## config.mk

```make
export PLATFORM = sky130hd
export DESIGN_NAME = spi_receiver
export DESIGN_NICKNAME = d
export VERILOG_FILES = /design/src/rtl/spi_receiver.sv
export SDC_FILE = /design/constraint.sdc
export NUM_CORES = 1
export LEC_CHECK = 0
export ABC_AREA = 0
export CORE_ASPECT_RATIO = 0.6
export CORE_MARGIN = 4
export CORE_UTILIZATION = 55
export CTS_CLUSTER_DIAMETER = 100
export DETAILED_ROUTE_END_ITERATION = 8
export PLACE_DENSITY = 0.78
export REMOVE_ABC_BUFFERS = 1
export SLEW_MARGIN = 20
export SYNTH_ARGS = -nofsm -noshare
export SYNTH_HDL_FRONTEND = slang
export SYNTH_SLANG_ARGS = --single-unit
```

## constraint.sdc

```tcl
create_clock -name clk -period 2.5 [get_ports clk]
set_input_delay 0.5 -clock clk [delete_from_list [all_inputs] [get_ports clk]]
set_output_delay 0.5 -clock clk [all_outputs]
set_load 0.01 [all_outputs]
```

## src/rtl/spi_receiver.sv

```systemverilog
`default_nettype none
// ============================================================================
//  Module   : spi_receiver
//  Purpose  : SD-card MISO deserializer: hunts for the response start bit,
//             shifts DATA_BITS bits MSB-first, flags a timeout if none arrives.
//  Revision : 1.0 - initial release
// ============================================================================
module spi_receiver #(
    parameter int DATA_BITS = 8,
    parameter int TIMEOUT   = 64
) (
    input  logic                 clk,
    input  logic                 reset,
    input  logic                 sclk_posedge,
    input  logic                 en,
    input  logic                 in,
    output logic [DATA_BITS-1:0] data,
    output logic                 valid,
    output logic                 timed_out,
    output logic                 done
);

    localparam int BCW = $clog2(DATA_BITS + 1);
    localparam int TCW = $clog2(TIMEOUT + 1);
    localparam logic [BCW-1:0] c_last_bit     = BCW'(DATA_BITS - 1);
    localparam logic [TCW-1:0] c_timeout_load = TCW'(TIMEOUT);

    typedef enum logic [1:0] {
        S_IDLE       = 2'd0,
        S_WAIT_START = 2'd1,
        S_RECEIVE    = 2'd2
    } state_t;

    state_t               r_state,     w_state;
    logic [DATA_BITS-1:0] r_shreg,     w_shreg;
    logic [DATA_BITS-1:0] r_data,      w_data;
    logic [BCW-1:0]       r_bit_cnt,   w_bit_cnt;
    logic [TCW-1:0]       r_to_cnt,    w_to_cnt;
    logic                 r_valid,     w_valid;
    logic                 r_timed_out, w_timed_out;

    always_ff @(posedge clk) begin
        if (reset) begin
            r_state     <= S_IDLE;
            r_shreg     <= '0;
            r_data      <= '0;
            r_bit_cnt   <= '0;
            r_to_cnt    <= '0;
            r_valid     <= 1'b0;
            r_timed_out <= 1'b0;
        end else begin
            r_state     <= w_state;
            r_shreg     <= w_shreg;
            r_data      <= w_data;
            r_bit_cnt   <= w_bit_cnt;
            r_to_cnt    <= w_to_cnt;
            r_valid     <= w_valid;
            r_timed_out <= w_timed_out;
        end
    end

    always_comb begin
        w_state     = r_state;
        w_shreg     = r_shreg;
        w_data      = r_data;
        w_bit_cnt   = r_bit_cnt;
        w_to_cnt    = r_to_cnt;
        w_valid     = 1'b0;
        w_timed_out = r_timed_out;

        case (r_state)
            S_IDLE: begin
                // A strobe coincident with en is deliberately not sampled here.
                if (en) begin
                    w_timed_out = 1'b0;
                    w_to_cnt    = c_timeout_load;
                    w_shreg     = '0;
                    w_bit_cnt   = '0;
                    w_state     = S_WAIT_START;
                end
            end
            S_WAIT_START: begin
                if (sclk_posedge) begin
                    if (!in) begin
                        w_shreg   = {r_shreg[DATA_BITS-2:0], 1'b0};
                        w_bit_cnt = BCW'(1);
                        w_state   = S_RECEIVE;
                    end else begin
                        w_to_cnt = r_to_cnt - 1'b1;
                        if (r_to_cnt == TCW'(1)) begin
                            w_timed_out = 1'b1;
                            w_state     = S_IDLE;
                        end
                    end
                end
            end
            S_RECEIVE: begin
                if (sclk_posedge) begin
                    w_shreg   = {r_shreg[DATA_BITS-2:0], in};
                    w_bit_cnt = r_bit_cnt + 1'b1;
                    if (r_bit_cnt == c_last_bit) begin
                        w_data  = {r_shreg[DATA_BITS-2:0], in};
                        w_valid = 1'b1;
                        w_state = S_IDLE;
                    end
                end
            end
            default: begin
                w_state = S_IDLE;
            end
        endcase
    end

    assign data      = r_data;
    assign valid     = r_valid;
    assign timed_out = r_timed_out;
    assign done      = (r_state == S_IDLE) && !en;

endmodule
`default_nettype wire

```

==> out/results.txt, run 1 <==
The tools report the total wire length after detailed routing as 3360 µm. The tools report the critical hold path startpoint as r_shreg[6]. Counting the fill cells in the layout gives 199.

The first global-routing pass estimated 5380 µm of wire. In the synthesized netlist the async set-or-reset flop fraction comes to 0%. The worst flop-to-flop path endpoint was r_bit_cnt[2]. The synthesized design contains 30 register bits. 16 I/O pins were placed. Summing all flip-flop and latch instances after layout gives 601 µm². Net switching is 39.3% of the power. Dividing the detail-routed via count by the number of cells gives 6.01. Measured slew at the worst slew-check pin: 0.631 ns. For the number of global-route vias before repair, the log shows 1122. The time the final worst path needs with I/O delays and setup was 2.33 ns. The number of stages on the worst setup path is 4, and the depth of the worst register-to-register path is 6. The finished layout holds 212 standard cells, fillers aside. Dividing the synthesized area by the synthesized cell count gives 8.88 µm². After synthesis the cells add up to 1460 µm². The portion of netlist area occupied by mux cells is 6.87%, and the fraction of the cycle the final worst path needs is 93.1%. The logs give 0.684 nW for the cell leakage power and 0.430 GHz for the peak clock frequency supported by timing. Tracing the worst setup path back leads to its startpoint at r_state[0]. After floorplanning, the core was divided into 14 placement rows.

At the worst endpoint, the required time is 2.00 ns. In this run the power density over the cells is 1040 nW/µm². Setup repair after global routing left no endpoint under its margin.

Cell count after placement: 204. The synthesized netlist devotes 19.2% of its cell area to compound gates. For the register-to-register path setup slack, the log shows 0.45 ns. The run gives 57.6% as the worst-case headroom to the max-slew limit. In this run the horizontal extent of the chip is 74.4 µm. Once the clock tree was built, the setup fixing pass inserted 0 buffers.

From synthesis to final layout, the design area changed by 17.5%. Clock share of power: 22.9%. The setup TNS came out at 0 ns.

In this run the critical register-to-register path is launched from r_state[1]. The setup path with the least slack is of type flop to output port. Cell type of the slowest stage on the worst timing path: sky130_fd_sc_hd__clkdlybuf4s50_1. The post-synthesis adder-cell area fraction was 5.15%; the cell internal power dissipation was 1.08 mW. Max-cap violations in this run came to 0. The count of instances resized after the clock tree is built was 0. STA classifies the critical path startpoint as a flop. Summed over all layers, the global routing overflow is 0. The main combinational cell family by area after synthesis is simple AND/OR/NAND/NOR gates.

Clock root buffer: sky130_fd_sc_hd__clkbuf_8. The tools report the number of levels the H-tree was split into as 2. The flow ran to the end, and the final reports show no timing, DRC or antenna violations. The worst hold path passes through 2 cells.

Per report_power, the combinational group accounts for 41.8% of the total. On the worst path, the slowest cell contributes a delay of 0.57 ns. In this run the standard cell core region covers 2520 µm². For the number of vias after detailed routing, the log shows 1275. The worst hold path terminates at r_shreg[6]. The met3 routed wirelength was 232 µm; the multi-input combinational cell area was 773 µm². TritonCTS built the clock tree.

The total of hold buffers inserted after clock tree synthesis came out at 0. The run gives 0 as the final number of setup-violating endpoints. Summing the areas of all xor and xnor instances in the mapped netlist gives 2.41% of the synthesized area. The count of final max-slew check failures was 0; the post-synthesis cell type count was 39. The sequential fraction of design power was 35.4%. The post-route netlist has 8.89% of its cells at a drive strength greater than 1.

Count of flip-flops with a built-in enable after synthesis: 0. Leaving out fill and tap cells, the most frequent cell in the layout is sky130_fd_sc_hd__dfxtp_1. The DRC violation count after routing is 0.

Of all nets on the critical path, the largest fanout is 8. After clock tree synthesis, the clock-pin slew on the worst setup and hold paths is 0.06 ns. Uppermost layer routed: met4. VDD sags by at most 0.663 mV.

The longest clock path from root to sink contains 2 buffers. In the final routing, the length of wire on met1 measures 1580 µm. Number of warnings printed during yosys synthesis: 0. The vertical die dimension was 47.9 µm; the effective utilization at floorplan was 57.7%. The first TritonRoute pass finished after 5 iterations. In this design, the largest share of critical-path delay is due to buffers and inverters.

For this block, the initial DRC count from the detailed router was 132. Synthesis produced a netlist whose cell count is 164. The congestion estimate from routability-driven global placement came to 0.882.

For the largest net degree at the start of global routing, the log shows 17. For the number of nets at the end of the flow, the log shows 190. The number of antenna diodes in the final layout is 0. Summing the areas of all and, or, nand and nor instances in the mapped netlist gives 19.4% of the synthesized area. At the worst endpoint, the arrival time is 1.83 ns. The global-route total usage across every layer was 20.6%.

After detailed routing, the met2 layer carries 1480 µm of wire. The critical path goes through inv_1 -> ha_1 -> nor2b_4 -> clkdlybuf4s50_1. STA classifies the critical path endpoint as an output port.

The floorplan step defined a die boundary enclosing 3560 µm². For the post-detailed-placement half-perimeter wirelength, the log shows 2410 µm. The number of antenna violations at the first check in global routing came out at 0. The run gives 0.28 ns as the clock latency of the later-clocked register in the worst-skew pair. Residual antenna-violating net count after detailed routing: 0. The post-synthesis sequential area ratio was 41.2%. Counting the buffers created by CTS gives 5.

The net switching component of the power came out at 698 µW. For this run, the leading register cell type out of synthesis is sky130_fd_sc_hd__dfxtp_1. The library cells used most frequently in the layout, excluding fill and tap cells, are sky130_fd_sc_hd__dfxtp_1, sky130_fd_sc_hd__nor2_1, sky130_fd_sc_hd__clkdlybuf4s50_1.

The mean routed wirelength per cell is 15.8 µm. The classification of the worst-slack hold path was flop to flop. The number of I/O port buffers was 15; the clock sink count was 30. The final worst clock skew was 0.00422 ns; the count of buffering cells on the critical path with inverters included was 2. The tools report the final-report hold violation count as 0.
registers in the layout (all words and copies together) (netlist names):
name and cells:
timed_out 1, r_shreg 7, r_bit_cnt 4, r_to_cnt 7, valid 1, r_state 2, data 8
layer usage:
layer	vias to the layer above	global-route usage (%)
met1	600	28.1
met2	45	31.6
met3	8	5.03
met5	-	0
li1	622	-
met4	0	8.51
worst max path at each step:
| stage | endpoint | slack [ns] |
|---|---|---|
| 4_1_cts | done | 0.18 |
| 2_1_floorplan | r_bit_cnt[1] | 0.65 |
| 3_5_place_dp | done | 0.22 |
| 6_report | done | 0.17 |
| 3_3_place_gp | done | 0.24 |
| 5_1_grt | done | 0.09 |
synth_stat cells, types with 2 or more instances:
cell	number	area (µm²)
sky130_fd_sc_hd__xnor2_1	4	35.0
sky130_fd_sc_hd__or2b_1	2	15.0
sky130_fd_sc_hd__nor3_1	2	10.0
sky130_fd_sc_hd__or4_1	2	15.0
sky130_fd_sc_hd__o21ai_0	9	45.0
sky130_fd_sc_hd__nand3_1	5	25.0
sky130_fd_sc_hd__o31ai_1	2	15.0
sky130_fd_sc_hd__nand2b_1	2	12.5
sky130_fd_sc_hd__a21oi_1	13	65.1
sky130_fd_sc_hd__mux2i_1	10	100
sky130_fd_sc_hd__o21a_1	2	15.0
sky130_fd_sc_hd__a31oi_1	2	12.5
sky130_fd_sc_hd__nand2_1	2	7.51
sky130_fd_sc_hd__nand4_1	7	43.8
sky130_fd_sc_hd__a211oi_1	5	37.5
sky130_fd_sc_hd__inv_1	9	33.8
sky130_fd_sc_hd__nor2_1	21	78.8
sky130_fd_sc_hd__buf_2	3	15.0
sky130_fd_sc_hd__ha_1	6	75.1
sky130_fd_sc_hd__a31o_2	2	17.5
sky130_fd_sc_hd__clkbuf_1	6	22.5
sky130_fd_sc_hd__dfxtp_1	30	601
sky130_fd_sc_hd__a21boi_0	2	15.0
worst register-to-register path, stage by stage (launching register included):
cell and delay, ns:
sky130_fd_sc_hd__dfxtp_1 0.35, sky130_fd_sc_hd__inv_1 0.09, sky130_fd_sc_hd__ha_1 0.38, sky130_fd_sc_hd__nor3_1 0.13, sky130_fd_sc_hd__a211o_1 0.33, sky130_fd_sc_hd__or4_1 0.54, sky130_fd_sc_hd__a21oi_1 0.15
power groups by stage:
stage / Clock (mW) / Sequential, mW / Combinational, mW
3_3_place_gp: 0 / 0.628 / 0.690
3_5_place_dp: 0 / 0.635 / 0.722
6_report: 0.406 / 0.627 / 0.741
4_1_cts: 0.409 / 0.624 / 0.727
2_1_floorplan: 0 / 0.614 / 0.541
5_1_grt: 0.427 / 0.639 / 0.804
logic make-up (layout without fill, tap and decap cells):
| kind of cell | count (synthesis) | count (layout) |
|---|---|---|
| AOI/OAI and AO/OA | 43 | 43 |
| adders and majority gates | 6 | 6 |
| buffers and inverters | 19 | 35 |
| DFF | 30 | 30 |
| xor gates and xnor gates | 4 | 4 |
| and+or+nand+nor | 52 | 52 |
| muxes | 10 | 10 |
area by class of cell:
| cell class | count | area share [%] |
|---|---|---|
| Multi-Input combinational cell | 115 | 45.2 |
| Sequential cell | 30 | 35.1 |
| Timing Repair Buffer | 18 | 10.1 |
| Clock buffer | 7 | 5.04 |
| Tap cell | 32 | 2.34 |
| Inverter | 9 | 1.97 |
| Clock inverter | 1 | 0.292 |
stage by stage:
step | hold slack [ns] | total power, mW | cell area [µm²] | worst slack [ns] | util, %
after floorplan | 0.443 | 1.16 | 1410 | 0.652 | -
after global placement | 0.451 | 1.32 | 1620 | 0.242 | 64.2
after detailed placement | 0.474 | 1.36 | 1620 | 0.215 | 64.2
after CTS | 0.485 | 1.76 | 1710 | 0.175 | 67.9
after global routing | 0.512 | 1.87 | 1710 | 0.0863 | 67.9
final | 0.484 | 1.77 | 1710 | 0.174 | 67.9
No activity file was read; power rests on OpenSTA's default activity.
==> run 2: changes to the inputs <==
PLACE_DENSITY = 0.86   (was 0.78)
==> out/results.txt, run 2 (synthesized netlist as in run 1, its figures left out) <==
The area growth from synthesis to layout is 18.3%. The measured slew at the worst slew-check pin is 0.622 ns (-0.00936 ns). The startpoint type of the worst setup path is a flop.

The post-detailed-route via-to-cell ratio came out at 6.06 (+0.71%). The worst register-to-register path begins at r_state[1]. The number of flip-flops in the largest register works out to 8 (unchanged).

The antenna diode count was 0 (unchanged). Final-report hold violation count: 0 (unchanged). Share of layout cells above drive strength 1: 8.94% (+0.050 points). The critical path starts at r_state[1]. The setup TNS is 0 ns (unchanged), and the remaining global-route overflow is 0 (unchanged). The global-route track usage on met2 is 29.5% (-2.1 points), and the die width is 74.4 µm (unchanged). The logs give 0 (unchanged) for the max-cap check violation count and 0.858 (-2.8%) for the final weighted congestion in routability-driven placement. The fraction of the cycle the final worst path needs is 92.4% (-0.62 points).

For the count of instances resized after the clock tree is built, the log shows 0 (unchanged). The library cells used most frequently in the layout, excluding fill and tap cells, are sky130_fd_sc_hd__dfxtp_1, sky130_fd_sc_hd__nor2_1, sky130_fd_sc_hd__clkdlybuf4s50_1. The mean routed wirelength per cell is 15.1 µm (-4.9%), and the floorplan core area is 2520 µm² (unchanged). The total of hold buffers inserted after clock tree synthesis was 0 (unchanged); the number of I/O port buffers was 15 (unchanged).

Wire length of the first global-routing pass: 5240 µm (-2.6%). The run finished with clean final reports. The peak clock frequency supported by timing is 0.433 GHz (+0.67%), and the global-route total usage across every layer is 20.1% (-0.52 points).

For the count of routing violations after the opening detailed-route iteration, the log shows 129 (-2.3%). The run gives 1.81 ns (-0.02 ns) as the worst endpoint data arrival time. Total number of placement rows: 14 (unchanged). The startpoint identified for the worst hold timing path is r_shreg[4]. The maximum fanout encountered on the critical timing path is 8 (unchanged).

The run gives 0.161 ns (-0.0542 ns) as the worst setup slack after placement. The worst-case headroom to the max-slew limit came out at 58.3% (+0.63 points). STA classifies the critical path endpoint as an output port.

The number of global-route vias before repair came out at 1124 (+0.18%). The cell count of the worst hold path was 2 (unchanged). The clock sink count was 30 (unchanged); the depth of the worst register-to-register path was 6 (unchanged). The clock latency of the later-clocked register in the worst-skew pair is 0.28 ns (about the same).

The final number of setup-violating endpoints is 0 (unchanged), and the floorplan die area is 3560 µm² (unchanged). The register-to-register path setup slack is 0.39 ns (-0.06 ns), and the maximum number of buffers from clock root to sink is 2 (unchanged). The DRC violation count after routing is 0 (unchanged), and the cell leakage power is 0.688 nW (+0.66%). The logs give 68.3% (+0.45 points) for the final core utilization and 2.00 ns (about the same) for the required arrival time at the worst endpoint. The number of levels the H-tree was split into was 2 (unchanged); the number of primary I/O pins was 16 (unchanged).

The clock-pin slew on the worst setup and hold paths is 0.06 ns (about the same). The path class of the tightest hold or removal check is flop to flop. Number of nets at the end of the flow: 189 (-0.53%). The time the final worst path needs with I/O delays and setup came out at 2.31 ns (-0.0156 ns). The run gives 1.79 mW (+1.1%) as the total chip power. The run gives 0 (unchanged) as the post-CTS setup-driven buffer insertion count. The worst IR drop on VDD was 0.694 mV (+4.6%); the filler cell count in the final layout was 201 (+1.0%). In this run the most used layer during global routing was met2. The final worst clock skew was 0.00321 ns (-0.00101 ns). The tools report the clock root buffer as sky130_fd_sc_hd__clkbuf_8. The logs give 5 (unchanged) for the number of CTS-inserted buffers and 4 (-1) for the number of optimization iterations in the first detailed-route pass. The effective utilization at floorplan was 57.7% (unchanged); the vertical die dimension was 47.9 µm (unchanged). The run gives 0 (unchanged) as the number of antenna violations at the first check in global routing.

TritonCTS built the clock tree. For the residual antenna-violating net count after detailed routing, the log shows 0 (unchanged). Leaving out fill and tap cells, the most frequent cell in the layout is sky130_fd_sc_hd__dfxtp_1. The start-to-end type of the worst setup path is flop to output port. The tools report the post-detailed-placement half-perimeter wirelength as 2310 µm (-4.0%). The total wire length after detailed routing was 3180 µm (-5.4%). The met3 global-route usage came out at 9.01% (+4.0 points).

Setup repair after global routing left no endpoint under its margin. For the global routing met1 resource utilization, the log shows 26.7% (-1.4 points). The logs give 1278 (+0.24%) for the number of vias after detailed routing and 18 (+1) for the largest net degree at the start of global routing. The least setup slack across all paths after layout was 0.189 ns (+0.0156 ns); the total power per unit cell area was 1040 nW/µm² (+0.46%). Count of final max-slew check failures: 0 (unchanged).
run 2: cell count changes in the layout (fill, tap and decap cells not counted):
cell	previous run	this run
sky130_fd_sc_hd__clkinv_2	1	0
sky130_fd_sc_hd__clkbuf_8	6	8
sky130_fd_sc_hd__clkbuf_1	1	0
sky130_fd_sc_hd__buf_4	3	2
run 2: report_power, final:
part	internal (mW)	total (mW)	leakage (nW)	switching (mW)
Combinational	0.291	0.714	0.387	0.423
Clock	0.278	0.457	0.0575	0.179
Sequential	0.550	0.623	0.243	0.0727
run 2: worst paths after layout:
path,endpoint
worst max-delay path,done
worst max register to register,r_bit_cnt[1]
worst min register to register,r_shreg[5]
worst min-delay path,r_shreg[5]
run 2: layer usage:
metal	wire length, µm	vias up
met5	0	-
met1	1510	600
met3	232	10
met4	63	0
li1	-	612
met2	1370	56
run 2: cell type report:
class | count | area [µm²] | area share (%)
Timing Repair Buffer | 17 | 165 | 9.59
Clock buffer | 8 | 110 | 6.39
Multi-Input combinational cell | 115 | 773 | 44.9
Inverter | 9 | 33.8 | 1.96
Tap cell | 32 | 40.0 | 2.32
Sequential cell | 30 | 601 | 34.9
run 2: worst max-delay path: stages (launching register included):
cell	delay (ns)
sky130_fd_sc_hd__dfxtp_1	0.34
sky130_fd_sc_hd__inv_1	0.09
sky130_fd_sc_hd__ha_1	0.23
sky130_fd_sc_hd__nor2b_4	0.29
sky130_fd_sc_hd__clkdlybuf4s50_1	0.58
run 2: metrics by stage:
stage,instance area (µm²),std cells,hold slack [ns]
2_1_floorplan,1410,154,0.443
3_3_place_gp,1610,203,0.455
3_5_place_dp,1610,203,0.481
4_1_cts,1720,211,0.494
5_1_grt,1720,211,0.508
6_report,1720,211,0.493
==> run 3: changes to the inputs <==
TNS_END_PERCENT = 50   (was unset)
==> results of run 3 <==
No change in the layout: final DEF, timing and power equal those of run 2.
==> variant 1, RTL diff (flow settings as in run 2) <==
Set the parameter `DATA_BITS` to 4 (it was 8).
--- a/src/rtl/spi_receiver.sv
+++ b/src/rtl/spi_receiver.sv
@@ -6,7 +6,7 @@
 //  Revision : 1.0 - initial release
 // ============================================================================
 module spi_receiver #(
-    parameter int DATA_BITS = 8,
+    parameter int DATA_BITS = 4,
     parameter int TIMEOUT   = 64
 ) (
     input  logic                 clk,
Ports: changed (resized data); port bits go from 16 to 12. No check against the original RTL was run, so the function may have changed too.
==> variant 1 against run 2 <==
Sequential cell count fell by 9. Worst setup slack got worse by 6.5 ps. Highest routed layer unchanged. Synthesized area fell by 24%. Register-to-register slack improved by 220 ps. Clock power fell by 63%. Wire length fell by 32%. Final area fell by 26%. Total power fell by 38%. Sequential share of layout area fell by 1.8 points. Largest power group unchanged.
==> variant 1: results (changes against run 2) <==
** GRT
- The via count of the first global-routing pass is 819 (was 1124).
- Wire length of the first global-routing pass :: 3.68 mm (was 5.24 mm)
- GRT Overall Usage :: 17.3% (was 20.1%)

** Critical path
- Launching instance or port of the critical path :: r_state[0] (was r_state[1])
- FF-to-FF setup slack :: 610 ps (was 390 ps)
- Reg2reg path depth :: 7 (was 6)

** Placed design
- Post-detailed-placement half-perimeter wirelength :: 1.66 mm (was 2.31 mm)
- The count of buffers from port buffering was 11 (was 15).
- The weighted congestion at the end of routability-driven global placement came to 0.798 (was 0.858).

** Run status
- Result of the run :: finished, final reports clean (unchanged)

** Power
- Leakage dissipation :: 0.504 nW (was 0.688 nW)
- Power drawn by the combinational cells :: 0.519 mW (was 0.714 mW)
- The switching part of the total power came to 40.5% (was 37.6%).
- The power share of the sequential group was 38.1% (was 34.7%).

** CTS
- Clock transition at the registers of the reported paths :: 120 ps (was 60 ps)
- CTS root buffer :: sky130_fd_sc_hd__clkbuf_4 (was sky130_fd_sc_hd__clkbuf_8)
- The clock latency reported for the late side of the worst-skew pair was 320 ps (was 280 ps).
- Number of buffers created by CTS :: 3 (was 5)

** Finish
- The layout net count is 150 (was 189).
- The fraction of layout instances using a drive strength above 1 is 6.62% (was 8.94%).

** Synth
- Cell types with the largest area share after synthesis :: sky130_fd_sc_hd__dfxtp_1 38%, sky130_fd_sc_hd__ha_1 9.1%, sky130_fd_sc_hd__nor2_1 5.8%, sky130_fd_sc_hd__a21oi_1 4.5%, sky130_fd_sc_hd__mux2i_1 3.6% (was sky130_fd_sc_hd__dfxtp_1 41%, sky130_fd_sc_hd__mux2i_1 6.9%, sky130_fd_sc_hd__nor2_1 5.4%, sky130_fd_sc_hd__ha_1 5.2%, sky130_fd_sc_hd__a21oi_1 4.5%)
- Commonest cells in the netlist :: 21 x sky130_fd_sc_hd__dfxtp_1, 17 x sky130_fd_sc_hd__nor2_1, 10 x sky130_fd_sc_hd__a21oi_1, 9 x sky130_fd_sc_hd__inv_1, 8 x sky130_fd_sc_hd__ha_1 (was 30 x sky130_fd_sc_hd__dfxtp_1, 21 x sky130_fd_sc_hd__nor2_1, 13 x sky130_fd_sc_hd__a21oi_1, 10 x sky130_fd_sc_hd__mux2i_1)

** Worst hold path
- Worst Hold Path EP :: r_bit_cnt[1] (was r_shreg[5])
- The start point of the worst min-delay path is r_bit_cnt[1] (was r_shreg[4]).

** STA
- Worst Skew :: 3.72 ps (was 3.21 ps)
- The transition time at the pin with the least slew margin is 513 ps (was 622 ps).

** Route
- The average wire per cell in the routed design came to 13.1 µm (was 15.1 µm).
variant 1: cells by family (layout without fill, tap and decap cells):
| logic type | count (synthesis) | count (layout) | synth area share, % |
|---|---|---|---|
| buffers and inverters | 12 | 26 | 4.88 |
| xor gates and xnor gates | 5 | 5 | 3.97 |
| AOI/OAI and AO/OA | 34 | 34 | 21.5 |
| and+or+nand+nor | 38 | 38 | 18.8 |
| muxes | 4 | 4 | 3.63 |
| adders and majority gates | 8 | 8 | 9.08 |
| DFF | 21 | 21 | 38.1 |
variant 1: worst max-delay path, cell delays in order (launching register included):
cell                              delay [ps]
sky130_fd_sc_hd__dfxtp_1                 340
sky130_fd_sc_hd__inv_1                   100
sky130_fd_sc_hd__ha_1                    260
sky130_fd_sc_hd__nand2b_1                100
sky130_fd_sc_hd__inv_1                   120
sky130_fd_sc_hd__clkdlybuf4s50_1         570
variant 1: layout make-up:
class                   instances  share of cell area [%]
flip-flops and latches         21                    33.1
clock buffers                   3                    1.77
repair buffers                 13                    9.85
well taps                      28                    2.76
multi-input cells              89                    49.5
clock inverters                 1                   0.394
inverters                       9                    2.66
variant 1: worst max path at each step:
stage | to | slack (ps)
floorplan | r_bit_cnt[1] | 740
global placement | done | 280
detailed placement | done | 230
CTS | done | 180
global route | done | 90
finish | done | 180
variant 1: per-stage QoR:
step	worst slack, ps	cells	hold slack [ps]	area, µm²
after global placement	275	160	460	1240
after floorplan	739	119	443	1080
final	183	164	485	1270
after global routing	86.2	164	520	1270
after detailed placement	232	160	470	1240
after CTS	179	164	491	1270
variant 1: routing by layer:
metal  wire (µm)  global-route usage, %  vias up
li1            -                      -      466
met4          21                   4.96        0
met5           0                      0        -
met1        1060                   22.1      406
met2         980                   27.3       16
met3          93                   6.35        4
==> variant 2, RTL diff (settings of run 2) <==
Made on the original files. Compare `r_bit_cnt` against `c_last_bit` with >= in place of ==.
--- a/src/rtl/spi_receiver.sv
+++ b/src/rtl/spi_receiver.sv
@@ -98,7 +98,7 @@
                 if (sclk_posedge) begin
                     w_shreg   = {r_shreg[DATA_BITS-2:0], in};
                     w_bit_cnt = r_bit_cnt + 1'b1;
-                    if (r_bit_cnt == c_last_bit) begin
+                    if (r_bit_cnt >= c_last_bit) begin
                         w_data  = {r_shreg[DATA_BITS-2:0], in};
                         w_valid = 1'b1;
                         w_state = S_IDLE;
Behaviour: same outputs for any inputs over 10 cycles, from zero or initial values and one cycle with reset high; that may be too few to reach the edited logic, so the function may still have changed.
==> variant 2 against run 2 <==
Total power is 6.9% higher. Die area is 1.6% higher. Wire length is 12% higher. Worst setup slack better by 40 ps. Synthesized area is 1.8% higher. Final area is 2.9% higher. Sequential cell count stayed put. Global-route usage is 2.0 points higher. Critical path depth is 2 higher.
==> variant 2: results (changes against run 2) <==
** Run status
- Result of the run: finished, final reports clean (unchanged).

** Finish
- The final-layout fill cell count came to 183 (was 201).
- The layout net count is 186 (was 189).
- Fin cells :: 208 (was 211)

** GRT
- The met3 demand-to-capacity share in global routing was 8.85% (was 9.01%).
- Global Route met1 Usage :: 27.4% (was 26.7%)
- The largest net degree at the start of global routing came to 20 (was 18).
- Wire length of the first global-routing pass :: 5.80 mm (was 5.24 mm)
- The total global-route track usage came to 22.1% (was 20.1%).
- The via count of the first global-routing pass was 1238 (was 1124).
- The global route total overflow came to 0 (unchanged).
- The met2 capacity usage during global routing came to 33.7% (was 29.5%).

** STA
- Worst Skew :: 2.61 ps (was 3.21 ps)
- Slew at the pin with the worst max-slew slack :: 873 ps (was 622 ps)

** Route
- The number of DRC violations after detailed-routing iteration 0 was 126 (was 129).
- Met2 Wirelength :: 1.65 mm (was 1.37 mm)
- DR vias/cell :: 6.16 (was 6.06)
- M1 WL :: 1.55 mm (was 1.51 mm)
- The final wirelength was 3.55 mm (was 3.18 mm).
- The met3 wirelength from detailed routing was 247 µm (was 232 µm).

** Placed design
- Dpl ws :: 175 ps (was 161 ps)
- The post-placement cell count was 200 (was 203).
- Post-detailed-placement half-perimeter wirelength :: 2.38 mm (was 2.31 mm)
- The weighted congestion at the end of routability-driven global placement was 0.801 (was 0.858).
- The standard cell area after detailed placement is 1630 µm² (was 1610 µm²).

** Synth
- Commonest cells in the netlist :: 30 x sky130_fd_sc_hd__dfxtp_1, 18 x sky130_fd_sc_hd__nor2_1, 13 x sky130_fd_sc_hd__a21oi_1, 10 x sky130_fd_sc_hd__mux2i_1 (was 30 x sky130_fd_sc_hd__dfxtp_1, 21 x sky130_fd_sc_hd__nor2_1, 13 x sky130_fd_sc_hd__a21oi_1, 10 x sky130_fd_sc_hd__mux2i_1)
- Proportion of synthesized chip area in sequential cells :: 40.5% (was 41.2%)
- Post-synth ARST share :: 0% (unchanged)
- Cell types with the largest area share after synthesis: sky130_fd_sc_hd__dfxtp_1 41%, sky130_fd_sc_hd__mux2i_1 6.8%, sky130_fd_sc_hd__ha_1 5.1%, sky130_fd_sc_hd__nor2_1 4.6%, sky130_fd_sc_hd__a21oi_1 4.4% (was sky130_fd_sc_hd__dfxtp_1 41%, sky130_fd_sc_hd__mux2i_1 6.9%, sky130_fd_sc_hd__nor2_1 5.4%, sky130_fd_sc_hd__ha_1 5.2%, sky130_fd_sc_hd__a21oi_1 4.5%).
- Synth unique cells :: 42 (was 39)

** CTS
- The maximum clock insertion buffer count was 2 (unchanged).

** Power
- The leakage component of the power is 0.658 nW (was 0.688 nW).
- The switching part of the total power came to 35.6% (was 37.6%).
[variant 2: logic make-up (layout without fill, tap and decap cells)]
family | after synthesis | count (layout) | synth area share, %
AND/OR/NAND/NOR | 51 | 51 | 19.6
AO/OA/AOI/OAI | 42 | 42 | 19.5
flip-flops | 30 | 30 | 40.5
buffers and inverters | 18 | 32 | 5.65
multiplexers | 10 | 10 | 6.75
adder cells (fa/ha/maj) | 6 | 6 | 5.06
XOR/XNOR | 5 | 5 | 2.95
[variant 2: power by group through the flow]
stage | clock network [mW] | registers [mW] | logic [mW]
floorplan | 0 | 0.600 | 0.515
global placement | 0 | 0.609 | 0.642
detailed placement | 0 | 0.612 | 0.682
CTS | 0.622 | 0.602 | 0.687
global route | 0.642 | 0.613 | 0.760
finish | 0.611 | 0.604 | 0.702
[variant 2: final timing paths]
check,start,slack (ps),end
worst min register to register,timed_out,490,timed_out
worst max-delay path,r_state[1],230,r_shreg[2]
worst min-delay path,timed_out,490,timed_out
worst max register to register,r_state[1],230,r_shreg[2]
[variant 2: area by class of cell]
cell class / count / area (µm²) / area share, %
sequential: 30 / 601 / 33.9
clock inverter: 2 / 60.1 / 3.39
timing repair buffer: 17 / 165 / 9.32
multi-input combinational: 114 / 798 / 45.0
clock buffer: 6 / 82.6 / 4.66
inverter: 7 / 26.3 / 1.48
tap: 32 / 40.0 / 2.26
[variant 2: worst max-delay path, cell delays in order, from the launching register on]
cell and delay, ps:
sky130_fd_sc_hd__dfxtp_1 320, sky130_fd_sc_hd__inv_1 110, sky130_fd_sc_hd__ha_1 420, sky130_fd_sc_hd__inv_2 130
sky130_fd_sc_hd__a21oi_1 700, sky130_fd_sc_hd__o21ai_0 270, sky130_fd_sc_hd__a21oi_1 240
